==> src/rtl/addr_decoder_n.sv <==
// Purpose : deserialise an ADDR_W-bit address from the serial bus and decode it against base/mask windows.
// Latency : target_valid/sel (or decode_err) visible one edge after the edge accepting the last address bit.
// Backpress: none; the serial stream is not throttled, and bits arriving outside IDLE/SHIFT are dropped.
// Ports   : clk/rst (sync, active-high); bus_data_in/bus_data_in_valid/bus_mode serial input;
//           release_valids one-hot release; target_valid/sel held select; addr_out last capture;
//           decode_err one-cycle unmapped pulse; busy = not IDLE.
module addr_decoder_n #(
   parameter int                              ADDR_W      = 16,
   parameter int                              NUM_TARGETS = 3,
   parameter bit                              MSB_FIRST   = 1'b0,
   parameter logic [NUM_TARGETS*ADDR_W-1:0]   TARGET_BASE = {16'h8000, 16'h4000, 16'h0000},
   parameter logic [NUM_TARGETS*ADDR_W-1:0]   TARGET_MASK = {16'hF000, 16'hF000, 16'hF800},
   parameter int                              GAP_TIMEOUT = 0,
   localparam int                             SEL_W       = (NUM_TARGETS > 1) ? $clog2(NUM_TARGETS) : 1
) (
   input  logic                   clk,
   input  logic                   rst,
   input  logic                   bus_data_in,
   input  logic                   bus_data_in_valid,
   input  logic                   bus_mode,
   input  logic [NUM_TARGETS-1:0] release_valids,
   output logic [NUM_TARGETS-1:0] target_valid,
   output logic [SEL_W-1:0]       sel,
   output logic [ADDR_W-1:0]      addr_out,
   output logic                   decode_err,
   output logic                   busy
);

   localparam int               CNT_W    = $clog2(ADDR_W + 1);
   localparam int               GAP_W    = $clog2(GAP_TIMEOUT + 2);
   localparam logic [CNT_W-1:0] LAST_CNT = CNT_W'(ADDR_W - 1);
   localparam logic [GAP_W-1:0] GAP_MAX  = GAP_W'(GAP_TIMEOUT);

   typedef enum logic [1:0] {IDLE, SHIFT, LOAD, HOLD} state_t;

   state_t                 state_q, state_d;
   logic [CNT_W-1:0]       cnt_q, cnt_d;
   logic [GAP_W-1:0]       gap_q, gap_d;
   logic [ADDR_W-1:0]      shift_q, shift_d, shift_nxt;
   logic [ADDR_W-1:0]      addr_q, addr_d;
   logic                   pend_hit_q, pend_hit_d;
   logic [NUM_TARGETS-1:0] pend_oh_q, pend_oh_d;
   logic [SEL_W-1:0]       pend_sel_q, pend_sel_d;
   logic [NUM_TARGETS-1:0] tv_q, tv_d;
   logic [SEL_W-1:0]       sel_q, sel_d;
   logic                   err_q, err_d;
   logic                   accept;
   logic                   hit;
   logic [NUM_TARGETS-1:0] hit_oh;
   logic [SEL_W-1:0]       hit_sel;

   assign accept = !bus_mode && bus_data_in_valid && ((state_q == IDLE) || (state_q == SHIFT));

   if (MSB_FIRST) begin : g_msb
      assign shift_nxt = {shift_q[ADDR_W-2:0], bus_data_in};
   end else begin : g_lsb
      assign shift_nxt = {bus_data_in, shift_q[ADDR_W-1:1]};
   end

   // Decode the address as it will look after this bit is shifted in, so the
   // result can be registered on the same edge as the capture. Scanning from
   // the top index down lets the lowest matching index overwrite the others.
   always_comb begin
      hit     = 1'b0;
      hit_oh  = '0;
      hit_sel = '0;
      for (int i = NUM_TARGETS - 1; i >= 0; i--) begin
         if ((shift_nxt & TARGET_MASK[i*ADDR_W +: ADDR_W]) ==
             (TARGET_BASE[i*ADDR_W +: ADDR_W] & TARGET_MASK[i*ADDR_W +: ADDR_W])) begin
            hit     = 1'b1;
            hit_oh  = NUM_TARGETS'(1) << i;
            hit_sel = SEL_W'(i);
         end
      end
   end

   always_comb begin
      state_d    = state_q;
      cnt_d      = cnt_q;
      gap_d      = gap_q;
      shift_d    = shift_q;
      addr_d     = addr_q;
      pend_hit_d = pend_hit_q;
      pend_oh_d  = pend_oh_q;
      pend_sel_d = pend_sel_q;
      tv_d       = tv_q;
      sel_d      = sel_q;
      err_d      = 1'b0;
      case (state_q)
         IDLE: begin
            if (accept) begin
               shift_d = shift_nxt;
               cnt_d   = CNT_W'(1);
               gap_d   = '0;
               state_d = SHIFT;
            end
         end
         SHIFT: begin
            if (bus_mode) begin
               state_d = IDLE;
               cnt_d   = '0;
               gap_d   = '0;
               shift_d = '0;
            end else if (bus_data_in_valid) begin
               gap_d   = '0;
               shift_d = shift_nxt;
               if (cnt_q == LAST_CNT) begin
                  addr_d     = shift_nxt;
                  pend_hit_d = hit;
                  pend_oh_d  = hit_oh;
                  pend_sel_d = hit_sel;
                  cnt_d      = '0;
                  state_d    = LOAD;
               end else begin
                  cnt_d = cnt_q + 1'b1;
               end
            end else if (gap_q == GAP_MAX) begin
               // One more idle cycle would exceed the tolerated gap.
               state_d = IDLE;
               cnt_d   = '0;
               gap_d   = '0;
               shift_d = '0;
            end else begin
               gap_d = gap_q + 1'b1;
            end
         end
         LOAD: begin
            if (!pend_hit_q) begin
               err_d   = 1'b1;
               state_d = IDLE;
            end else if ((release_valids & pend_oh_q) != '0) begin
               // Release coincides with the load: the select never becomes visible.
               state_d = IDLE;
            end else begin
               tv_d    = pend_oh_q;
               sel_d   = pend_sel_q;
               state_d = HOLD;
            end
         end
         HOLD: begin
            if ((release_valids & tv_q) != '0) begin
               tv_d    = '0;
               sel_d   = '0;
               state_d = IDLE;
            end
         end
         default: state_d = IDLE;
      endcase
   end

   always_ff @(posedge clk) begin
      if (rst) begin
         state_q    <= IDLE;
         cnt_q      <= '0;
         gap_q      <= '0;
         shift_q    <= '0;
         addr_q     <= '0;
         pend_hit_q <= 1'b0;
         pend_oh_q  <= '0;
         pend_sel_q <= '0;
         tv_q       <= '0;
         sel_q      <= '0;
         err_q      <= 1'b0;
      end else begin
         state_q    <= state_d;
         cnt_q      <= cnt_d;
         gap_q      <= gap_d;
         shift_q    <= shift_d;
         addr_q     <= addr_d;
         pend_hit_q <= pend_hit_d;
         pend_oh_q  <= pend_oh_d;
         pend_sel_q <= pend_sel_d;
         tv_q       <= tv_d;
         sel_q      <= sel_d;
         err_q      <= err_d;
      end
   end

   assign target_valid = tv_q;
   assign sel          = sel_q;
   assign addr_out     = addr_q;
   assign decode_err   = err_q;
   assign busy         = (state_q != IDLE);

endmodule

==> config.mk <==
export PLATFORM = sky130hd
export DESIGN_NAME = addr_decoder_n
export DESIGN_NICKNAME = d
export VERILOG_FILES = /design/src/rtl/addr_decoder_n.sv
export SDC_FILE = /design/constraint.sdc
export NUM_CORES = 1
export LEC_CHECK = 0
export BUFFER_PORTS_ARGS = -buffer_cell sky130_fd_sc_hd__buf_2
export CORE_ASPECT_RATIO = 1.75
export CORE_MARGIN = 8
export CORE_UTILIZATION = 50
export DETAILED_ROUTE_END_ITERATION = 10
export HOLD_SLACK_MARGIN = 0.12
export PLACE_DENSITY = 0.72
export REMOVE_ABC_BUFFERS = 1
export SLEW_MARGIN = 25
export SYNTH_ARGS = -nofsm -noshare
export SYNTH_HDL_FRONTEND = slang
export SYNTH_SLANG_ARGS = --single-unit
==> constraint.sdc <==
create_clock -name clk -period 5.2 [get_ports clk]
set_clock_uncertainty 0.1 [all_clocks]
set_input_delay 0.26 -clock clk [delete_from_list [all_inputs] [get_ports clk]]
set_output_delay 0.26 -clock clk [all_outputs]
set_load 0.01 [all_outputs]
==> impl_metrics.csv, run 1 <==
group,metric,value,unit
outcome,outcome,"completed",
clock_tree,cts_buffers,5,
hold_path,holdPathStages,3,
synthesis,avgSynthCellArea,8.49,sq um
power,p_leak,0.803,nW
synthesis,synth_area_leaders,"dfxtp_1, nand2_1, a21oi_1, a22oi_1, nor2_1",
clock_tree,htreeDepth,2,
clock_tree,cts_resized,0,
floorplanning,dieArea,5850,sq um
synthesis,yosysMostFrequentCell,"dfxtp_1",
timing,layout_min_cycle_time,2.04,ns
hold_path,worstHoldStart,"bus_data_in",
setup_path,cp-end-kind,"flip-flop",
setup_path,timing.rr.end,"pend_oh_q[0]$_SDFFE_PP0P_",
place,hpwl,2620,um
place,gp_congestion,0.811,
global_routing,grt_first_pass_wirelength,6400,um
route,drtAntennaViolNets,0,
clock_tree,clkSlewWorstSetupHoldPaths,0.08,ns
global_routing,track_usage,14.2,%
finish,antennaDiodeCount,0,
clock_tree,post_cts_buffers,0,
global_routing,grt_overflow,0,
floorplanning,start_util,51.1,%
power,p_total,0.648,mW
route,wirelength,3880,um
synthesis,synth_edf_count,0,
route,wl_per_cell,13.9,um
route,first_iter_violations,39,
clock_tree,cts_hold_buf,0,
finish,area_growth,13.9,%
clock_tree,clkSinkCount,46,
floorplanning,die_h,95.4,um
finish,nets,243,
synthesis,synthCells,212,
finish,drive_above_1_share,17.5,%
global_routing,antenna_found_initial,0,
finish,nFillCells,349,
timing,hold_viol,0,
setup_path,worst_path_largest_cell_delay,0.55,ns
synthesis,yosys_most_used_dff,"dfxtp_1",
route,firstDrtPassIters,4,
setup_path,crit_path_start_kind,"flip-flop",
power,pwr_density_cell,316,nW/um^2
setup_path,path_cells,"ha_1 > and4b_1 > nand2_2 > or4_1 > a21oi_1",
synthesis,ys_top_cells_by_count,"dfxtp_1, nand2_1, a21oi_1",
timing,post-route-period-util,39.2,%
timing,max_freq,0.491,GHz
floorplanning,rows,29,
synthesis,ys_seq_area_share,51.2,%
setup_path,critical_path_class,"flip-flop to flip-flop",
route,drc,0,
timing,slew_viol_final,0,
setup_path,r2r_setup_slack,3.16,ns
timing,grt_setup_unrepaired,"no",
timing,worst_pin_slew,0.761,ns
synthesis,synth_cell_types,34,
setup_path,critical_path_peak_fanout,24,
synthesis,synth_top_area_share,51.2,%
synthesis,synth_top_area_cell,"dfxtp_1",
setup_path,rr_startpoint,"cnt_q[0]$_SDFFE_PP0P_",
synthesis,syn_area,1800,sq um
timing,setup-tns-final,0,ns
place,portBuffers,30,
hold_path,worstHoldEndpoint,"addr_out[15]$_SDFFE_PP0P_",
synthesis,synth_seq_cells,46,
route,vias_per_cell,5.66,
setup_path,slowest_stage,"or4_1",
timing,setup_violations,0,
synthesis,async_flop_share,0,%
global_routing,grt_pass1_vias,1485,
clock_tree,clk_latency,0.30,ns
setup_path,worstPathRequired,5.33,ns
timing,slew_headroom,49.3,%
setup_path,cp.arrival,2.17,ns
flow_run,drv_cap,0,
power,ir_drop,0.262,mV
clock_tree,cts.path.max_buffers,2,
floorplanning,ios,31,
clock_tree,cts_root_buf,"clkbuf_8",
synthesis,ys.warnings.count,0,
setup_path,rr_worst_depth,5,
floorplanning,coreArea,3520,sq um
clock_tree,cts_tree,"built",
floorplanning,dieWidth,61.3,um
global_routing,grt_max_degree,44,
hold_path,worstHoldPathType,"primary input to flip-flop",
route,vias,1584,
layout make-up:
cell class / count / area [sq um] / share of cell area [%]
Inverter: 5 / 18.8 / 0.916
Sequential cell: 46 / 921 / 44.9
Clock inverter: 1 / 30.0 / 1.47
Clock buffer: 6 / 82.6 / 4.03
Tap cell: 46 / 57.6 / 2.81
Multi-Input combinational cell: 146 / 790 / 38.5
Timing Repair Buffer: 30 / 150 / 7.33
power breakdown:
part	internal, mW	switching [mW]	leakage (nW)
logic	0.00665	0.0170	0.375
clock network	0.154	0.115	0.0573
registers	0.354	0.00263	0.371
layout by cell type, fill, tap and decap left out, drive strengths merged, types with 2 or more instances in the layout:
cell type  count
dfxtp         46
nand2         42
buf           30
a21oi         28
nor2          21
a22oi         16
clkbuf         6
inv            5
nand4          4
nor2b          4
o211ai         3
o21ai          3
or3            3
o211a          2
nor3           2
a31oi          2
flip-flops by register name (all words and copies together) (netlist names):
register	flops
addr_out	16
cnt_q	5
decode_err	1
pend_hit_q	1
pend_oh_q	3
shift_q	15
state_q	2
target_valid	3
routing by layer:
metal / track usage [%] / share of wire (%)
met5: 0 / 0
met2: 25.6 / 54
met1: 13.8 / 39
met3: 3.11 / 4.3
met4: 8.60 / 2.8
kinds of logic (layout without fill, tap and decap cells):
| family | Yosys count | in the layout | share of synthesized area (%) |
|---|---|---|---|
| and+or+nand+nor | 87 | 87 | 22.7 |
| DFF | 46 | 46 | 51.2 |
| buffers and inverters | 20 | 42 | 5.08 |
| adders and majority gates | 1 | 1 | 0.695 |
| AOI/OAI and AO/OA | 58 | 58 | 20.4 |
worst max-delay path: cells and delay by family (launching register included):
kind                     cells  cell delay [ns]
AO/OA/AOI/OAI                1             0.14
AND/OR/NAND/NOR              3             1.12
flip-flops                   1             0.38
adder cells (fa/ha/maj)      1             0.22
metrics by stage:
step                      cell area, sq um  hold slack [ns]  setup WS [ns]  utilization [%]  std cells
final                                 2050            0.131           3.16             58.2        280
after floorplan                       1730            0.229           3.40                -        197
after global placement                1930            0.344           3.23             55.0        273
after CTS                             2050            0.130           3.15             58.2        280
after global routing                  2050            0.129           3.03             58.2        280
after detailed placement              1940            0.349           3.17             55.0        273
worst max-delay path by stage:
stage,start,to,slack [ns],cells past startpoint
after floorplan,cnt_q[0]$_SDFFE_PP0P_,pend_oh_q[0]$_SDFFE_PP0P_,3.40,5
after global placement,cnt_q[0]$_SDFFE_PP0P_,pend_oh_q[0]$_SDFFE_PP0P_,3.23,5
after detailed placement,cnt_q[0]$_SDFFE_PP0P_,pend_oh_q[0]$_SDFFE_PP0P_,3.17,5
after CTS,cnt_q[0]$_SDFFE_PP0P_,pend_oh_q[0]$_SDFFE_PP0P_,3.15,5
after global routing,cnt_q[0]$_SDFFE_PP0P_,pend_oh_q[0]$_SDFFE_PP0P_,3.03,5
final,cnt_q[0]$_SDFFE_PP0P_,pend_oh_q[0]$_SDFFE_PP0P_,3.16,5
No activity file was read; power rests on OpenSTA's default activity.
==> run 2: changes to the inputs <==
==> constraint.sdc (replaced) <==
create_clock -name clk -period 2 [get_ports clk]
set_clock_uncertainty 0.1 [all_clocks]
set_input_delay 0.1 -clock clk [delete_from_list [all_inputs] [get_ports clk]]
set_output_delay 0.1 -clock clk [all_outputs]
set_load 0.01 [all_outputs]
==> run 2 against run 1 <==
Routed wire length is 2.8% higher. Largest cell class unchanged. Count of clock-buffer cells in the layout unchanged. Critical endpoint unchanged. Maximum frequency is 17% higher. Via count grew 0.19%. Sequential share of layout area is 1.6 points lower. Non-clock buffer count up 10. Highest routed layer unchanged. Register-to-register slack got worse by 2.9 ns. Largest power group unchanged.
==> impl_metrics.csv, run 2 (synthesis gave the netlist of run 1 again) <==
group,metric,value,unit
outcome,outcome,"completed",
setup_path,rr_worst_depth,5,
flow_run,drv_cap,0,
timing,grt_setup_unrepaired,"no",
floorplanning,rows,29,
floorplanning,start_util,51.1,%
setup_path,crit_end,"pend_oh_q[0]$_SDFFE_PP0P_",
route,wirelength,3990,um
finish,area_growth,18.2,%
timing,hold_viol,0,
route,drc,0,
power,pwr_density_cell,786,nW/um^2
hold_path,worstHoldPathType,"primary input to flip-flop",
timing,worst_pin_slew,0.438,ns
timing,setup_violations,0,
place,hpwl,2790,um
hold_path,worstHoldStart,"bus_data_in_valid",
setup_path,timing.rr.end,"pend_oh_q[0]$_SDFFE_PP0P_",
floorplanning,dieArea,5850,sq um
route,first_iter_violations,52,
finish,final_common_cell,"dfxtp_1",
route,firstDrtPassIters,4,
setup_path,worstPathRequired,2.13,ns
setup_path,crit_path_start_kind,"flip-flop",
finish,nets,253,
floorplanning,coreArea,3520,sq um
finish,final_cell_count_no_fill,291,
timing,setup-tns-final,0,ns
finish,nFillCells,346,
setup_path,slowest_stage,"or4_1",
route,vias,1587,
timing,slew_viol_final,0,
global_routing,grt_first_pass_wirelength,6610,um
clock_tree,htreeDepth,2,
route,wl_per_cell,13.7,um
place,dp_slack,0.287,ns
place,portBuffers,30,
setup_path,cp-end-kind,"flip-flop",
setup_path,r2r_setup_slack,0.26,ns
setup_path,cp.arrival,1.87,ns
clock_tree,cts_root_buf,"clkbuf_8",
route,vias_per_cell,5.45,
clock_tree,cts.path.max_buffers,2,
timing,max_freq,0.574,GHz
setup_path,startpoint,"cnt_q[0]$_SDFFE_PP0P_",
global_routing,grt_overflow,0,
floorplanning,die_h,95.4,um
finish,antennaDiodeCount,0,
setup_path,critical_path_class,"flip-flop to flip-flop",
timing,layout_min_cycle_time,1.74,ns
clock_tree,clkSinkCount,46,
global_routing,antenna_found_initial,0,
global_routing,grt_max_degree,22,
setup_path,path_cells,"ha_1 > and4b_1 > nand2_2 > or4_1 > a21oi_1",
clock_tree,clkSlewWorstSetupHoldPaths,0.08,ns
clock_tree,cts_buffers,5,
global_routing,grt_pass1_vias,1556,
finish,mostFrequentLayoutCells,"dfxtp_1, nand2_1, buf_2",
finish,drive_above_1_share,19.2,%
place,gp_congestion,0.844,
setup_path,rr_startpoint,"cnt_q[0]$_SDFFE_PP0P_",
clock_tree,cts_resized,0,
clock_tree,cts_tree,"built",
power,ir_drop,0.716,mV
floorplanning,ios,31,
finish,largest_reg_flops,16,
power,p_leak,0.844,nW
route,drtAntennaViolNets,0,
timing,timing.final.ws_setup,0.259,ns
timing,slew_headroom,70.5,%
setup_path,critical_path_peak_fanout,4,
global_routing,track_usage,14.4,%
floorplanning,dieWidth,61.3,um
place,post-place-cells,280,
clock_tree,clk_latency,0.29,ns
timing,post-route-period-util,87.0,%
setup_path,worst_path_largest_cell_delay,0.47,ns
run 2: cell count changes in the layout (fill, tap and decap cells not counted):
| cell | before | now |
|---|---|---|
| clkinvlp_4 | 0 | 1 |
| clkbuf_1 | 0 | 1 |
| dlygate4sd3_1 | 0 | 3 |
| clkbuf_8 | 6 | 5 |
| buf_4 | 0 | 7 |
| nor2b_2 | 1 | 0 |
| nor2b_1 | 3 | 4 |
run 2: stage by stage:
stage	util, %	instance area (sq um)	power (mW)	hold WS, ns
6_report	60.4	2130	1.67	0.202
2_1_floorplan	-	1730	0.976	0.0691
4_1_cts	60.4	2130	1.69	0.202
3_3_place_gp	56.5	1990	1.02	0.282
5_1_grt	60.4	2130	1.73	0.232
3_5_place_dp	56.5	1990	1.02	0.285
run 2: area by class of cell:
class	instances	area, sq um	area share [%]
Inverter	5	18.8	0.882
Timing Repair Buffer	40	233	10.9
Multi-Input combinational cell	146	787	37.0
Clock buffer	6	72.6	3.41
Clock inverter	2	37.5	1.76
Tap cell	46	57.6	2.71
Sequential cell	46	921	43.3
run 2: critical path, delay by kind of cell (launching register included):
family,cells,cell delay (ns)
compound gates,1,0.14
fa+ha+maj,1,0.23
flops,1,0.38
simple gates,3,0.84
run 2: worst min path at each step:
stage	to	slack, ns	cells after the start
after global routing	state_q[0]$_SDFFE_PP0P_	0.23	4
after global placement	addr_out[15]$_SDFFE_PP0P_	0.28	3
after CTS	state_q[0]$_SDFFE_PP0P_	0.20	4
after detailed placement	addr_out[15]$_SDFFE_PP0P_	0.29	3
final	state_q[0]$_SDFFE_PP0P_	0.20	4
after floorplan	addr_out[0]$_SDFFE_PP0P_	0.07	1
run 2: power breakdown:
group	internal, mW	leakage [nW]	switching, mW	total [mW]
combinational	0.0271	0.422	0.0480	0.0751
clock	0.373	0.0514	0.298	0.670
sequential	0.919	0.371	0.00698	0.926
total	1.32	0.844	0.353	1.67
run 2: repair_timing:
item / 4_1_cts / 5_1_grt
setup buffers: 0 / 0
hold buffers: 3 / 0
hold endpoints to repair: 16 / 0
endpoints found under the setup margin: 0 / 0
run 2: routing by layer:
layer	GRT usage [%]	routed length, um	vias to the layer above	share of wire [%]
met4	5.93	27	0	0.68
li1	-	-	803	-
met2	26.7	2220	28	56
met3	2.84	159	2	4.0
met1	14.8	1590	754	40
met5	0	0	-	0
